[src/rtl/ram_arb_pkg.sv]
// Shared constants for the two-master RAM arbiter: default widths,
// read-owner encoding and the init/run controller states.
// Optional build macro used by the arbiter: RAM_ARB_INIT_EN.
package ram_arb_pkg;

  localparam int ADDR_W_DEF = 5;
  localparam int DATA_W_DEF = 32;

  // Owner tag carried alongside an in-flight read
  localparam logic OWN_M0 = 1'b0;
  localparam logic OWN_M1 = 1'b1;

  // Controller states (only exercised when RAM_ARB_INIT_EN is defined)
  typedef enum logic {
    ST_INIT = 1'b0,
    ST_RUN  = 1'b1
  } state_t;

endpackage

[src/rtl/rr_arb2.sv]
// 2-way round-robin arbiter: grant is combinational from i_req, gated by i_advance.
// Latency: zero (grant in the same cycle as the request); pointer moves on the next edge.
// Backpressure: a losing requester simply sees no grant and keeps requesting.
module rr_arb2 (
  input  logic       i_clk,
  input  logic       i_rst_n,
  input  logic [1:0] i_req,
  input  logic       i_advance,
  output logic [1:0] o_gnt
);

  // 1 = m1 was granted last, so m0 wins the next tie; reset makes m0 preferred
  logic       r_last;
  logic [1:0] w_gnt;

  // Pick a winner; on a tie the requester not granted last wins
  always_comb begin
    w_gnt = 2'b00;
    if (i_advance) begin
      case (i_req)
        2'b01:   w_gnt = 2'b01;
        2'b10:   w_gnt = 2'b10;
        2'b11:   w_gnt = r_last ? 2'b01 : 2'b10;
        default: w_gnt = 2'b00;
      endcase
    end
  end

  // Remember the last winner; hold the pointer on cycles with no grant
  always_ff @(posedge i_clk or negedge i_rst_n) begin
    if (!i_rst_n) begin
      r_last <= 1'b1;
    end else if (|w_gnt) begin
      r_last <= w_gnt[1];
    end
  end

  assign o_gnt = w_gnt;

endmodule

[src/rtl/ram_arbiter.sv]
// Shares one single-port synchronous RAM between masters m0/m1 with round-robin grants.
// Latency: gnt combinational; access on RAM pins 1 cycle later; read data/rvalid 2 cycles after gnt.
// Backpressure: requester holds req until gnt; no grants until init_done (RAM_ARB_INIT_EN adds a RAM fill phase).
module ram_arbiter
  import ram_arb_pkg::*;
#(
  parameter int ADDR_W = ADDR_W_DEF,
  parameter int DATA_W = DATA_W_DEF
`ifdef RAM_ARB_INIT_EN
  ,
  parameter logic [DATA_W-1:0] INIT_VALUE = '0
`endif
) (
  input  logic              clk,
  input  logic              reset_n,
  input  logic              m0_req,
  input  logic              m0_we,
  input  logic [ADDR_W-1:0] m0_addr,
  input  logic [DATA_W-1:0] m0_wdata,
  output logic              m0_gnt,
  output logic              m0_rvalid,
  output logic [DATA_W-1:0] m0_rdata,
  input  logic              m1_req,
  input  logic              m1_we,
  input  logic [ADDR_W-1:0] m1_addr,
  input  logic [DATA_W-1:0] m1_wdata,
  output logic              m1_gnt,
  output logic              m1_rvalid,
  output logic [DATA_W-1:0] m1_rdata,
  output logic              ram_cen,
  output logic              ram_wen,
  output logic [ADDR_W-1:0] ram_addr,
  output logic [DATA_W-1:0] ram_din,
  input  logic [DATA_W-1:0] ram_dout,
  output logic              init_done
);

  logic              r_ram_cen;
  logic              r_ram_wen;
  logic [ADDR_W-1:0] r_ram_addr;
  logic [DATA_W-1:0] r_ram_din;
  logic              r_init_done;

  // Read tag pipe: stage 1 follows the access on the RAM pins, stage 2 is the response cycle
  logic              r_tag1_vld;
  logic              r_tag1_own;
  logic              r_m0_rvalid;
  logic              r_m1_rvalid;

`ifdef RAM_ARB_INIT_EN
  state_t            r_state;
  logic [ADDR_W-1:0] r_init_addr;
`endif

  logic [1:0]        w_gnt;
  logic              w_any;
  logic              w_we;
  logic [ADDR_W-1:0] w_addr;
  logic [DATA_W-1:0] w_wdata;
  logic              w_nxt_cen;
  logic              w_nxt_wen;
  logic [ADDR_W-1:0] w_nxt_addr;
  logic [DATA_W-1:0] w_nxt_din;

  rr_arb2 u_rr_arb2 (
    .i_clk     (clk),
    .i_rst_n   (reset_n),
    .i_req     ({m1_req, m0_req}),
    .i_advance (r_init_done),
    .o_gnt     (w_gnt)
  );

  assign w_any  = |w_gnt;
  assign m0_gnt = w_gnt[0];
  assign m1_gnt = w_gnt[1];

  // Select the winner's command and form the next RAM pin values; address/data hold when unused
  always_comb begin
    w_we       = w_gnt[1] ? m1_we    : m0_we;
    w_addr     = w_gnt[1] ? m1_addr  : m0_addr;
    w_wdata    = w_gnt[1] ? m1_wdata : m0_wdata;
    w_nxt_cen  = w_any;
    w_nxt_wen  = w_any & w_we;
    w_nxt_addr = w_any ? w_addr : r_ram_addr;
    w_nxt_din  = (w_any && w_we) ? w_wdata : r_ram_din;
  end

  // RAM pin registers plus the init/run controller (fill phase only when RAM_ARB_INIT_EN)
  always_ff @(posedge clk or negedge reset_n) begin
    if (!reset_n) begin
      r_ram_cen   <= 1'b0;
      r_ram_wen   <= 1'b0;
      r_ram_addr  <= '0;
      r_ram_din   <= '0;
      r_init_done <= 1'b0;
`ifdef RAM_ARB_INIT_EN
      r_state     <= ST_INIT;
      r_init_addr <= '0;
`endif
    end else begin
`ifdef RAM_ARB_INIT_EN
      case (r_state)
        ST_INIT: begin
          r_ram_cen   <= 1'b1;
          r_ram_wen   <= 1'b1;
          r_ram_addr  <= r_init_addr;
          r_ram_din   <= INIT_VALUE;
          r_init_addr <= r_init_addr + ADDR_W'(1);
          if (r_init_addr == {ADDR_W{1'b1}}) begin
            r_state <= ST_RUN;
          end
        end
        default: begin
          // init_done rises one cycle after the last fill write reached the pins
          r_init_done <= 1'b1;
          r_ram_cen   <= w_nxt_cen;
          r_ram_wen   <= w_nxt_wen;
          r_ram_addr  <= w_nxt_addr;
          r_ram_din   <= w_nxt_din;
        end
      endcase
`else
      r_init_done <= 1'b1;
      r_ram_cen   <= w_nxt_cen;
      r_ram_wen   <= w_nxt_wen;
      r_ram_addr  <= w_nxt_addr;
      r_ram_din   <= w_nxt_din;
`endif
    end
  end

  // Track reads through the RAM so data returns to the master that issued them
  always_ff @(posedge clk or negedge reset_n) begin
    if (!reset_n) begin
      r_tag1_vld  <= 1'b0;
      r_tag1_own  <= OWN_M0;
      r_m0_rvalid <= 1'b0;
      r_m1_rvalid <= 1'b0;
    end else begin
      r_tag1_vld  <= w_any & ~w_we;
      r_tag1_own  <= w_gnt[1] ? OWN_M1 : OWN_M0;
      r_m0_rvalid <= r_tag1_vld & (r_tag1_own == OWN_M0);
      r_m1_rvalid <= r_tag1_vld & (r_tag1_own == OWN_M1);
    end
  end

  assign ram_cen   = r_ram_cen;
  assign ram_wen   = r_ram_wen;
  assign ram_addr  = r_ram_addr;
  assign ram_din   = r_ram_din;
  assign init_done = r_init_done;
  assign m0_rvalid = r_m0_rvalid;
  assign m1_rvalid = r_m1_rvalid;
  assign m0_rdata  = r_m0_rvalid ? ram_dout : '0;
  assign m1_rdata  = r_m1_rvalid ? ram_dout : '0;

endmodule

[config.mk]
export PLATFORM = sky130hd
export DESIGN_NAME = ram_arbiter
export DESIGN_NICKNAME = d
export VERILOG_FILES = /design/src/rtl/ram_arb_pkg.sv /design/src/rtl/rr_arb2.sv /design/src/rtl/ram_arbiter.sv
export SDC_FILE = /design/constraint.sdc
export NUM_CORES = 1
export LEC_CHECK = 0
export ABC_AREA = 1
export BUFFER_PORTS_ARGS = -buffer_cell sky130_fd_sc_hd__buf_2
export CAP_MARGIN = 20
export CORE_ASPECT_RATIO = 0.8
export CORE_MARGIN = 2
export CORE_UTILIZATION = 35
export CTS_CLUSTER_DIAMETER = 120
export DETAILED_ROUTE_END_ITERATION = 6
export PLACE_DENSITY = 0.77
export SKIP_LAST_GASP = 1
export SLEW_MARGIN = 0
export SYNTH_ARGS = -nofsm -noshare
export SYNTH_HDL_FRONTEND = slang
export SYNTH_SLANG_ARGS = --single-unit
[constraint.sdc]
create_clock -name clk -period 2.2 [get_ports clk]
set_clock_uncertainty 0.15 [all_clocks]
set_input_delay 0.33 -clock clk [delete_from_list [all_inputs] [get_ports clk]]
set_output_delay 0.33 -clock clk [all_outputs]
set_load 0.05 [all_outputs]
# After elaboration in Yosys (flattened, before gate mapping)

Cells that the tools add are included.

Multiplexer cells: 9
$lt $le $gt $ge: 0
$mul: 0
Shifts and indexed selects: 0
Divide/modulo/power cells: 0
Bitwise operators: 6
Reduce and logical (&&, ||, !) cells: 2
Add/sub/neg operators: 0
Equal/unequal tests: 3

Operator list:

| kind                                                             | count |
|---|---|
| 32-bit 2-to-1 mux                                                | 3 |
| 2-bit one-hot mux with 3 select lines                            | 1 |
| 5-bit 2-to-1 mux                                                 | 1 |
| 1-bit AND                                                        | 4 |
| 2-bit == test (second input constant)                            | 2 |
| 2-bit 2-to-1 mux                                                 | 2 |
| 2-bit by 1-bit == test with 1-bit output (second input constant) | 1 |
| 1-bit 2-to-1 mux                                                 | 2 |
| 1-bit inverter                                                   | 2 |
| 2-bit OR reduction                                               | 1 |
| 1-bit logical AND                                                | 1 |

Register bits after elaboration: 45
Latch bits: 0
Output and inout bits: 108
ROM bits: 0
Memory bits (writable): 0
Memories kept: 0

# Depth between registers and ports, before layout

Gate-level depths: netlist of the first run.

Depth after elaboration: 6
Mapped depth: 9
Depth with buffers taken out: 7

# Hierarchy

From an unflattened synthesis of the first run, not the netlist that was laid out.

Cell total of the unflattened synthesis: 433
Area total of the unflattened synthesis: 2666.3 µm²

Modules (own cells, without submodules):

| module      | instances | area an instance (µm²) | cells each |
|---|---|---|---|
| ram_arbiter | 1         | 2601.2                 | 422 |
| rr_arb2     | 1         | 65.1                   | 11 |

# Worst setup path after synthesis of the first run

Ideal clock, no wire load.

Path type: register to register
Start: register r_init_done, in the netlist init_done
End: register r_ram_addr[0], in the netlist ram_addr[0]
Data arrival time: 1.970 ns
Slack: -0.040 ns
Buffers on the path: 0
Period minus slack after synthesis: 2.240 ns
Data required time: 1.930 ns
Stages on the path, launching flop included: 6
Path through: dfrtp_1 nand2_1 a21oi_1 inv_1 nor2_1 nor2_1

Cells in the longest elaborated chain, start to end: 2
Elaborated cells between the ends (all ways): 3
Those cells by class: mux: 2; reduce/logical: 1

Ends and longest elaborated chain:

| element                | line               | RTL |
|---|---|---|
| start, declared        | ram_arbiter.sv:42  | `logic r_init_done;` |
| start signal, assigned | ram_arbiter.sv:95  | `r_init_done <= 1'b0;` |
| start signal, assigned | ram_arbiter.sv:123 | `r_init_done <= 1'b1;` |
| 2-bit 2-to-1 mux       | rr_arb2.sv:19      | `if (i_advance) begin` |
| net m0_gnt             | ram_arbiter.sv:20  | `output logic m0_gnt,` |
| 2-bit OR reduction     | ram_arbiter.sv:73  | `assign w_any = \|w_gnt;` |
| end signal, assigned   | ram_arbiter.sv:126 | `r_ram_addr <= w_nxt_addr;` |
| end, declared          | ram_arbiter.sv:40  | `logic [ADDR_W-1:0] r_ram_addr;` |

The timed path passes the listed nets, and every way through them passes these cells.
A chain may end at the register's enable or synchronous reset.

# Worst setup path after layout of the first run

Start: register u_rr_arb2.r_last
End: output m1_gnt

Cells in the longest elaborated chain, start to end: 3

Ends and longest elaborated chain:

| element                               | line              | RTL |
|---|---|---|
| start, declared                       | rr_arb2.sv:13     | `logic r_last;` |
| start signal, assigned                | rr_arb2.sv:34     | `r_last <= w_gnt[1];` |
| 2-bit 2-to-1 mux                      | rr_arb2.sv:23     | `2'b11: w_gnt = r_last ? 2'b01 : 2'b10;` |
| 2-bit one-hot mux with 3 select lines | rr_arb2.sv:20     | `case (i_req)` |
| 2-bit 2-to-1 mux                      | rr_arb2.sv:19     |  |
| end, declared                         | ram_arbiter.sv:27 | `output logic m1_gnt,` |

No other way between the ends.

==> results of run 1 <==
-- final timing paths --
check	from	end	cells after the start
worst max-delay path	u_rr_arb2.r_last	m1_gnt	4
worst min-delay path	m0_addr[0]	ram_addr[0]	3
worst max register to register	u_rr_arb2.r_last	ram_din[4]	7
worst min register to register	r_tag1_own	m0_rvalid	1
max in group asynchronous	reset_n	ram_din[9]	3
min in group asynchronous	reset_n	ram_din[22]	2
-- cell families (layout without fill, tap and decap cells) --
family                 after synthesis  after routing  share of synthesized area
buffers and inverters              100            310                     0.1516
other                                1              3                   0.001369
flip-flops                          45             45                     0.4114
AO/OA/AOI/OAI                        7              7                    0.01506
AND/OR/NAND/NOR                    280            280                     0.4205
-- flip-flops by register name, indices dropped and copies added, names as in the netlist --
name / count
u_rr_arb2.r_last: 1
ram_addr: 5
ram_cen: 1
r_tag1_own: 1
init_done: 1
ram_din: 32
ram_wen: 1
r_tag1_vld: 1
m1_rvalid: 1
m0_rvalid: 1
-- worst max-delay path, delay by kind of cell, from the launching register on --
kind	cells	cell delay, ns
buffers and inverters	2	0.27
flip-flops	1	0.55
AND/OR/NAND/NOR	2	0.39
-- repair_timing --
action / 4_1_cts / 5_1_grt
setup buffers: 0 / 0
endpoints found under the hold margin: 20 / 0
resized for setup: 0 / 1
hold buffers: 1 / 0
endpoints found under the setup margin: 0 / 12
-- per-layer routing --
layer  share of wire  vias up
li1                -     1699
met1            0.41     1442
met2            0.50      155
met3           0.076       10
met4           0.016        0
met5               0        -
-- stage by stage --
| stage | total power, mW | util | instances | hold slack [ns] |
|---|---|---|---|---|
| after floorplan | 1.986 | - | 433 | -0.1156 |
| after global placement | 2.346 | 0.5210 | 739 | 0.1699 |
| after detailed placement | 2.361 | 0.5210 | 739 | 0.1734 |
| after CTS | 2.864 | 0.5340 | 748 | 0.1140 |
| after global routing | 3.000 | 0.5357 | 750 | 0.1396 |
| final | 2.838 | 0.5357 | 750 | 0.1207 |
-- cell type report --
class | count | area share
clock buffer | 6 | 0.01807
timing repair buffer | 228 | 0.2935
sequential | 45 | 0.2807
tap | 105 | 0.03271
inverter | 74 | 0.06916
clock inverter | 2 | 0.003738
multi-input combinational | 288 | 0.3009
antenna | 2 | 0.001246
-- power by group --
group / total [mW] / switching [mW] / internal (mW) / leakage, nW
Clock: 0.493 / 0.269 / 0.224 / 0.0374
Sequential: 1.05 / 0.0791 / 0.967 / 0.559
Combinational: 1.30 / 0.987 / 0.313 / 2.37
Total: 2.84 / 1.33 / 1.50 / 2.96
-- placed cells by master, fill, tap and decap left out --
cell type      count
a21oi_2            1
buf_12             1
buf_2            219
buf_4              7
clkbuf_1           1
clkbuf_8           5
clkinvlp_4         2
conb_1             1
dfrtp_1           44
dfstp_2            1
diode_2            2
dlygate4sd3_1      1
inv_1             73
inv_2              1
nand2_1          198
nand2_2            2
nand2_4            1
nand3_1           66
nand3_4            1
nor2_1            12
o21ai_0            1
o22ai_1            5
==> qor.txt, run 1 <==
global-route wire length before repair -> 13,840 µm
cell type with the highest aggregate area in the netlist -> dfrtp_1
share of async-settable or async-resettable flops after synthesis -> 1.000
CTS tree -> yes
cell with the most instances after synthesis -> nand2_1
post-layout net count -> 754
maximum fanout along the worst path -> 14
number of rows in the core area -> 28
setup_tns -> 0 ns
horizontal extent of the die -> 102.9 µm
aggregate global-route resource usage -> 0.2019
maximum number of pins on one net before global-route repair -> 41
Post-DP Area -> 3906 µm²
LEAKAGE -> 2.962 nW
average via count per standard cell -> 4.408
worst rel slew slack -> 0.6626
synth unique cells -> 18
CTS root buf -> clkbuf_8
area of the placeable core -> 7497 µm²
minimum clock period -> 1.982 ns
kind of end point of the critical path -> output port
Worst Hold Class -> primary input to register
share of layout cells above drive strength 1 -> 0.3748
setup violation total in the final timing report -> 0
list of most frequent post-synthesis cells -> nand2_1 (198), inv_1 (73), nand3_1 (66)
clock transition at the register clock pins on the worst setup and hold paths after CTS -> 0.08 ns
max-capacitance violation count -> 0
final-layout fill cell count -> 785
half-perimeter wire length of the detailed placement result -> 6982 µm
Most Used Layer, Global Route -> met2
I/O pins -> 220
area occupied by multi-input gates -> 1209 µm²
total number of clock tree sinks -> 45
Period Utilization, post-route -> 0.9009
design area -> 4016 µm²
CTS H-tree depth -> 2
synthesized instance count -> 433
setup repair after global routing missed its margin -> no
first-iteration detailed-routing DRC count -> 147
vias after detailed routing -> 3,306
setup slack after layout -> 0.2181 ns
Routed WL -> 8697 µm
leading cell types by total area after synthesis -> dfrtp_1 (40%), nand2_1 (27%), nand3_1 (12%)
Synth Flop Type -> dfrtp_1
count of final hold-check violations -> 0
met2 routing resource usage after global routing -> 0.3530
number of global-route vias before repair -> 3,004
FF+latch count, synth -> 45
count of nets left with antenna violations after detail routing -> 0
height of the chip -> 83.14 µm
setup slack on the worst flop-to-flop path -> 0.36 ns
Pwr per Cell Area -> 706.6 nW/µm²
sequential element share of the synthesized area -> 0.4114
Synth Net Count -> 545
met1 usage -> 0.2455
Pre-antenna DRT Iters -> 4
DRC violations left -> 0
placer congestion estimate -> 0.8469
initial core utilization -> 0.3655
overflow left after global routing -> 0
total clock buffers created by CTS -> 5
slowest stage cell, crit path -> dfstp_2
run status -> finished, final reports clean
flip-flop and latch area -> 1127 µm²
Worst Path Required -> 1.72 ns
startpoint type of the worst setup path -> register
IO buf count -> 219
area fraction of the dominant cell type after synthesis -> 0.4018
met3 Track Usage GR -> 0.03535
max-slew violation total from the final report -> 0
fmax -> 504.6 MHz
Post-Synthesis Mean Instance Area -> 6.328 µm²
number of synthesized flops with an enable pin -> 0
die outline area -> 8557 µm²
count of warnings emitted by yosys -> 0
worst slew pin tran -> 0.5060 ns
initial antenna violation count -> 2
maximum buffer depth of the clock tree -> 2
layout-stage area growth over the synthesis result -> 46.58%
detail-routed net length per standard cell -> 11.60 µm
chain of cells forming the critical path -> nand2_2 -> nand2_4 -> inv_1 -> buf_2
Largest stage delay, worst path -> 0.55 ns
Post-Synthesis Cell Area -> 2740 µm²
Setup Slack @ Placement -> 0.1378 ns
worst endpoint data arrival time -> 1.50 ns
worst-case vdd ir drop -> 0.0004912 V
Clk Latency, worst-skew pair -> 0.29 ns
Setup Crit Path Kind -> register to output port
Power figures use the tool's default switching activity.
==> run 2, diff against run 1 <==
CELL_PAD_IN_SITES_DETAIL_PLACEMENT = 1   (was not set)
CELL_PAD_IN_SITES_GLOBAL_PLACEMENT = 1   (was not set)
CORE_UTILIZATION = 27   (was 35)
PLACE_DENSITY = 0.91   (was 0.77)
==> run 2 against run 1 <==
Effect of this change: sequential power hardly changed; critical path depth did not move; worst setup slack got worse by 0.071 ns; register-to-register slack got worse by 0.08 ns; critical path type unchanged; largest power group unchanged.
==> qor.txt, run 2 (synthesized netlist as in run 1, its figures left out) <==
Pre-antenna DRT Iters -> 4
worst endpoint data arrival time -> 1.57 ns
highest-count cells in the layout ignoring fill and taps -> buf_2 (219), nand2_1 (198), inv_1 (73)
maximum buffer depth of the clock tree -> 2
area of the placeable core -> 9769 µm²
count of final hold-check violations -> 0
maximum fanout along the worst path -> 20
initial antenna violation count -> 2
half-perimeter wire length of the detailed placement result -> 8961 µm
horizontal extent of the die -> 116.6 µm
share of layout cells above drive strength 1 -> 0.3793
kind of end point of the critical path -> output port
path depth of the worst reg2reg path -> 7
DRC violations left -> 0
setup repair after global routing missed its margin -> no
setup violation total in the final timing report -> 0
die outline area -> 10,980 µm²
Setup Crit Path Kind -> register to output port
worst slew pin tran -> 0.5580 ns
max-slew violation total from the final report -> 0
Setup Slack @ Placement -> 0.2958 ns
number of global-route vias before repair -> 3,481
number of rows in the core area -> 32
Worst Hold Class -> primary input to register
first-iteration detailed-routing DRC count -> 90
setup slack after layout -> 0.1474 ns
LEAKAGE -> 3.008 nW
worst rel slew slack -> 0.6280
Critical R2R Launch -> u_rr_arb2.r_last
setup_tns -> 0 ns
fin util -> 0.4220
setup slack on the worst flop-to-flop path -> 0.28 ns
initial core utilization -> 0.2805
CTS H-tree depth -> 2
layout-stage area growth over the synthesis result -> 50.46%
number of buffers added for setup after CTS -> 0
overall power after layout -> 3.112 mW
launching instance or port of the critical path -> u_rr_arb2.r_last
post-layout net count -> 757
Pwr per Cell Area -> 754.8 nW/µm²
aggregate global-route resource usage -> 0.1947
Worst Path Required -> 1.72 ns
startpoint type of the worst setup path -> register
global-route wire length before repair -> 16,750 µm
height of the chip -> 94.11 µm
IO buf count -> 219
fmax -> 487.2 MHz
run status -> finished, final reports clean
Clk Latency, worst-skew pair -> 0.28 ns
total clock buffers created by CTS -> 5
maximum number of pins on one net before global-route repair -> 34
placer congestion estimate -> 0.7794
vias after detailed routing -> 3,433
detail-routed net length per standard cell -> 13.88 µm
CTS tree -> yes
WHS -> 0.1342 ns
CTS root buf -> clkbuf_16
max FFs per register -> 32
average via count per standard cell -> 4.384
minimum clock period -> 2.053 ns
most common cell after layout, fill and taps aside -> buf_2
overflow left after global routing -> 0
Routed WL -> 10,870 µm
I/O pins -> 220
Setup crit end -> m1_gnt
Period Utilization, post-route -> 0.9330
max-capacitance violation count -> 0
clock transition at the register clock pins on the worst setup and hold paths after CTS -> 0.06 ns
critical register-to-register path endpoint -> ram_din[1]
count of nets left with antenna violations after detail routing -> 0
total number of clock tree sinks -> 45
worst-case vdd ir drop -> 0.0003589 V
-- run 2: layer usage --
| metal | track usage | routed length [µm] | vias to the layer above | share of wire |
|---|---|---|---|---|
| met4 | 0.05784 | 161 | 2 | 0.015 |
| li1 | - | - | 1708 | - |
| met3 | 0.04452 | 862 | 16 | 0.079 |
| met2 | 0.3619 | 5376 | 144 | 0.49 |
| met1 | 0.2207 | 4456 | 1563 | 0.41 |
| met5 | 0 | 13 | - | 0.0012 |
-- run 2: power by group --
group | total (mW) | switching, mW | internal [mW] | leakage [nW]
registers | 1.05 | 0.0776 | 0.968 | 0.559
logic | 1.34 | 1.02 | 0.319 | 2.38
clock network | 0.725 | 0.308 | 0.416 | 0.0696
-- run 2: critical path: stages (launching register included) --
cell     delay (ns)
dfstp_2        0.54
nand2_2        0.18
nand2_4        0.27
inv_1          0.08
buf_2          0.22
-- run 2: stage by stage --
stage	instances	cell area, µm²
floorplan	433	2744
global placement	773	3968
detailed placement	773	3968
CTS	782	4120
global route	783	4123
finish	783	4123
-- run 2: cell type report --
type,instances,area (µm²)
inverter,74,277.8
multi-input combinational,288,1201
timing repair buffer,231,1201
tap,136,170.2
antenna,1,2.502
clock inverter,3,17.52
fill,1415,5647
sequential,45,1127
clock buffer,5,125.1
-- run 2: worst min path at each step --
stage / startpoint / endpoint / slack (ns) / cells past startpoint
4_1_cts: m0_addr[0] / ram_addr[0] / 0.13 / 3
3_3_place_gp: reset_n / ram_din[27] / 0.20 / 1
2_1_floorplan: reset_n / init_done / -0.12 / 0
5_1_grt: m0_addr[0] / ram_addr[0] / 0.15 / 3
6_report: m0_addr[0] / ram_addr[0] / 0.13 / 3
3_5_place_dp: reset_n / ram_din[27] / 0.21 / 1
-- run 2: what timing repair did --
action / in CTS / in global routing
hold endpoints to repair: 21 / 0
hold buffers: 1 / 0
resized for setup: 0 / 0
endpoints found under the setup margin: 0 / 0
